File: config.mk
export PLATFORM = sky130hd
export DESIGN_NAME = branch_predictor_btb
export DESIGN_NICKNAME = d
export VERILOG_FILES = /design/src/rtl/branch_predictor_btb.sv
export SDC_FILE = /design/constraint.sdc
export NUM_CORES = 1
export LEC_CHECK = 0
export CORE_MARGIN = 1.5
export CORE_UTILIZATION = 35
export DETAILED_ROUTE_END_ITERATION = 6
export PLACE_DENSITY_LB_ADDON = 0.2
export SYNTH_ARGS = -nofsm -noshare
export SYNTH_HDL_FRONTEND = slang
export SYNTH_SLANG_ARGS = --single-unit
File: constraint.sdc
create_clock -name clk -period 6.15 [get_ports clk]
set_clock_uncertainty 0.2 [all_clocks]
set_input_delay 1.23 -clock clk [delete_from_list [all_inputs] [get_ports clk]]
set_output_delay 1.23 -clock clk [all_outputs]
set_load 0.02 [all_outputs]
File: src/rtl/branch_predictor_btb.sv
// Direct-mapped branch target buffer with 2-bit saturating direction counters.
// Predicts in F from PCF, trains and detects mispredictions in E.
module branch_predictor_btb #(
  parameter int ENTRIES = 16,
  parameter int INDEX_W = 4,
  parameter int TAG_W   = 26
) (
  input  logic        clk,
  input  logic        reset,
  input  logic [31:0] PCF,
  output logic        PredTakenF,
  output logic [31:0] PredTargetF,
  input  logic        BranchE,
  input  logic        StallE,
  input  logic [31:0] PCE,
  input  logic        TakenE,
  input  logic [31:0] TargetE,
  input  logic        PredTakenE,
  input  logic [31:0] PredTargetE,
  output logic        MispredictE,
  output logic [31:0] RecoverPCE,
  output logic [31:0] BranchCount,
  output logic [31:0] MispredCount
);

  logic [ENTRIES-1:0] valid;
  logic [TAG_W-1:0]   tag_mem    [ENTRIES];
  logic [31:0]        target_mem [ENTRIES];
  logic [1:0]         ctr_mem    [ENTRIES];

  logic [INDEX_W-1:0] f_idx;
  logic [TAG_W-1:0]   f_tag;
  logic [INDEX_W-1:0] e_idx;
  logic [TAG_W-1:0]   e_tag;
  logic               f_hit;
  logic               e_hit;
  logic               update_en;

  assign f_idx = PCF[INDEX_W+1:2];
  assign f_tag = PCF[31:INDEX_W+2];
  assign e_idx = PCE[INDEX_W+1:2];
  assign e_tag = PCE[31:INDEX_W+2];

  // Lookup reads the arrays directly, so a same-cycle update is seen next cycle.
  assign f_hit       = valid[f_idx] && (tag_mem[f_idx] == f_tag);
  assign PredTakenF  = f_hit && ctr_mem[f_idx][1];
  assign PredTargetF = PredTakenF ? target_mem[f_idx] : (PCF + 32'd4);

  assign update_en   = BranchE && !StallE;
  assign e_hit       = valid[e_idx] && (tag_mem[e_idx] == e_tag);
  assign MispredictE = update_en &&
                       ((PredTakenE != TakenE) ||
                        (PredTakenE && TakenE && (PredTargetE != TargetE)));
  assign RecoverPCE  = TakenE ? TargetE : (PCE + 32'd4);

  always_ff @(posedge clk or negedge reset) begin
    if (!reset) begin
      valid        <= '0;
      BranchCount  <= '0;
      MispredCount <= '0;
      for (int i = 0; i < ENTRIES; i++) begin
        ctr_mem[i] <= 2'b01;
      end
    end else if (update_en) begin
      BranchCount <= BranchCount + 32'd1;
      if (MispredictE) begin
        MispredCount <= MispredCount + 32'd1;
      end
      if (e_hit) begin
        if (TakenE) begin
          if (ctr_mem[e_idx] != 2'b11) ctr_mem[e_idx] <= ctr_mem[e_idx] + 2'b01;
        end else begin
          if (ctr_mem[e_idx] != 2'b00) ctr_mem[e_idx] <= ctr_mem[e_idx] - 2'b01;
        end
      end else if (TakenE) begin
        valid[e_idx]   <= 1'b1;
        ctr_mem[e_idx] <= 2'b10;
      end
    end
  end

  // Tag/target carry no reset; valid guards them. Writing the tag on a taken
  // hit is harmless because it already matches.
  always_ff @(posedge clk) begin
    if (update_en && reset && TakenE) begin
      tag_mem[e_idx]    <= e_tag;
      target_mem[e_idx] <= TargetE;
    end
  end

endmodule

==> results by group <==
Synth
  • Synthesis Warnings: 0
  • Top cell type's share of synthesized area: 58.88%
  • Synth area leader: edfxtp_1
  • Number of synthesized flops with an enable pin: 928
  • Post-synthesis xor/xnor area fraction: 3.830%
  • Synth Instances: 2580
  • Post-synth cell types: 71
  • Top post-synthesis cells by count: 928 x edfxtp_1, 356 x mux4_2, 120 x mux2i_1, 120 x nand2_1, 116 x xnor2_1
  • FFs w/ async S/R, synth: 10.77%
  • Top cells by area, synth: edfxtp_1 59%, mux4_2 17%, dfrtp_1 5.1%
  • Largest family of logic cells by synthesized area: multiplexers
  • Mapped Nets: 2724
  • Post-Syn Area per Cell: 18.35 um^2
  • Top-count cell post-synth: edfxtp_1
  • Compound-gate portion of the synthesized area: 3.193%
  • Simple-gate share of the synthesized area: 4.177%
  • Mux contribution to synthesized area: 21.83%
  • Post-synth top flop: edfxtp_1
  • Post-synthesis register bit count: 1040
  • Mapped cell area: 47330 um^2
  • Adder-cell share of the synthesized area: 0.2643%
  • Post-synthesis sequential area ratio: 64.84%

Power and ir drop
  • Pwr Density: 283.3 nW/um^2
  • Leakage: 19.50 nW
  • Worst vdd ir: 0.2384 mV
  • Overall Power: 16.49 mW

Floorplan
  • Die Wd: 370.7 um
  • Boundary Pins: 264
  • Die area: 137400 um^2
  • Num rows: 134
  • Vert. Die Dim: 370.7 um
  • Initial Utilization: 35.38%
  • Core Region: 133800 um^2

Route
  • Initial DRC Count: 3388
  • DRT Pass-1 Iters: 5
  • DRC Markers: 0
  • Final wirelength: 159000 um
  • DR vias/cell: 5.705
  • Via count: 28230
  • Post-route ant nets: 0
  • Routed WL per cell: 32.13 um

Global routing
  • Wire length of the first global-routing pass: 221500 um
  • GR Layer Usage met3: 5.209%
  • Grt peak-use layer: met2
  • Largest net degree at the start of global routing: 88
  • Met1 usage: 31.82%
  • Gr ovfl total: 0
  • GRT Overall Usage: 22.94%
  • Met2 Use GR: 35.76%
  • Antenna violations before repair: 7
  • Vias in the first global route: 28680

STA
  • Setup tns final: 0 ps
  • Final Hold Vio Count: 0
  • Final worst path period need: 6095 ps
  • Least-Margin Pin Slew: 1114 ps
  • Max Freq: 164.1 MHz
  • Setup-failing EPs final: 0
  • Slew headroom: 25.55%
  • Max-slew violation count: 0
  • Final period utilization: 99.11%

Placement
  • Hpwl dp: 105900 um
  • Placed Area: 54110 um^2
  • Final RePlAce weighted congestion: 0.8952
  • # port buffers: 263
  • Inst Count DP: 4725

Clock network
  • CTS buffer count: 111
  • Clock sinks: 1040
  • CTS tree: done
  • Max Root-Sink Buffers: 3
  • Worst-path clk slew: 60 ps
  • CTS H-tree lvls: 3
  • Root Buffer: clkbuf_16
  • Skew-Pair Late Insertion Delay: 750 ps

Finish
  • Area Overhead vs Synth: 23.03%
  • Storage cell area: 30690 um^2
  • Layout cell share with drive strength beyond 1: 31.54%
  • Filler Cell Count: 11690
  • Multi-input logic area: 16010 um^2
  • Fin cells: 4948
  • Ant diodes: 0
  • Final instance area: 58230 um^2
  • Nets: 3229

Setup path
  • Worst EP arrival: 4670 ps
  • CP endpoint kind: primary output
  • WS Path Type: in -> out
  • Max incr delay on CP: 560 ps
  • Crit-path max FO: 8
  • Crit-path leading delay family: multiplexers
  • Critical Path Slowest Stage Cell: mux4_2
  • Required @ worst endpoint: 4720 ps
  • Critical Path Source Type: primary input
  • CP Cell Sequence: buf_16 > buf_12 > buf_4 > mux4_2 > mux4_2 > xor2_1 > nor4_1 > buf_4 > nand3_4 > nor4_4 > buf_6 > buf_12 > mux2_2 > dlygate4sd2_1
  • CP bufs+invs: 7

Min path
  • HP Class: reg -> reg

Run
  • Max cap viols: 0

Run status
  • Outcome: finished clean
cell families after synthesis:
family	Yosys count
fa+ha+maj	10
mux	560
simple gates	396
flops	1040
buf+inv	179
compound gates	188
xor+xnor	207
worst register-to-register path, delay by kind of cell, from the launching register on:
family	cells	cell delay [ps]
multiplexers	3	1300
flip-flops	1	400
buffers and inverters	2	340
AND/OR/NAND/NOR	3	740
AO/OA/AOI/OAI	3	600
path summary, 6_finish.rpt:
path	startpoint	endpoint	slack [ps]	depth (start not counted)
max	PCF[2]	PredTargetF[6]	50	14
min	BranchCount[31]	BranchCount[31]	270	1
max reg2reg	tag_mem[1][7]	ctr_mem[3]	2430	11
min reg2reg	BranchCount[31]	BranchCount[31]	270	1
max in group asynchronous	reset	ctr_mem[1]	4080	2
min in group asynchronous	reset	MispredCount[27]	310	1
per-stage QoR:
| stage | hold WS (ps) | utilization (%) | setup WS (ps) |
|---|---|---|---|
| 6_report | 267.2 | 43.52 | 54.87 |
| 3_3_place_gp | 262.8 | 40.45 | -371.1 |
| 4_1_cts | 275.1 | 43.39 | -4.307 |
| 5_1_grt | 299.0 | 43.52 | -35.91 |
| 2_1_floorplan | 259.9 | - | 393.0 |
| 3_5_place_dp | 263.1 | 40.45 | -358.2 |
where the power goes:
part | total [mW] | internal [mW] | switching, mW
logic | 1.68 | 0.743 | 0.939
clock network | 6.93 | 4.03 | 2.90
registers | 7.88 | 7.79 | 0.0867
total | 16.5 | 12.6 | 3.93
per-layer routing:
| metal | part of all wire, % | up-vias |
|---|---|---|
| met1 | 42 | 15060 |
| met2 | 46 | 1354 |
| met4 | 3.0 | 4 |
| met3 | 8.6 | 236 |
| li1 | - | 11570 |
| met5 | 0.021 | - |
placed cells by master, fill, tap and decap left out, types with 36 or more instances in the layout:
cell type / synthesis / routed
edfxtp_1: 928 / 928
mux4_2: 356 / 356
buf_4: 15 / 239
clkdlybuf4s50_1: 0 / 211
nand2_1: 120 / 120
mux2i_1: 120 / 118
xnor2_1: 116 / 116
clkbuf_16: 0 / 113
dfrtp_1: 96 / 96
xor2_1: 91 / 90
nand3_1: 81 / 77
mux2_2: 57 / 56
buf_12: 1 / 50
nor2_1: 55 / 38
o21ai_0: 39 / 36
registers in the layout, indices dropped and copies added (netlist names):
signal / flops
valid: 16
BranchCount: 32
tag_mem: 416
target_mem: 512
ctr_mem: 32
MispredCount: 32
cell type report:
type / count / share of cell area (%)
clock inverter: 83 / 1.521
sequential: 1040 / 52.70
tap: 1768 / 3.799
multi-input combinational: 1361 / 27.49
clock buffer: 125 / 4.987
inverter: 18 / 0.1160
timing repair buffer: 553 / 9.379
repair_timing:
| action | CTS | global route |
|---|---|---|
| buffers inserted | 7 | 6 |
| resized for setup | 103 | 40 |
| hold endpoints to repair | 0 | 0 |
| pin swaps | 3 | 11 |
| hold buffers | 0 | 0 |
| cloned | 3 | 0 |
| endpoints found under the setup margin | 41 | 42 |
Power figures use the tool's default switching activity.
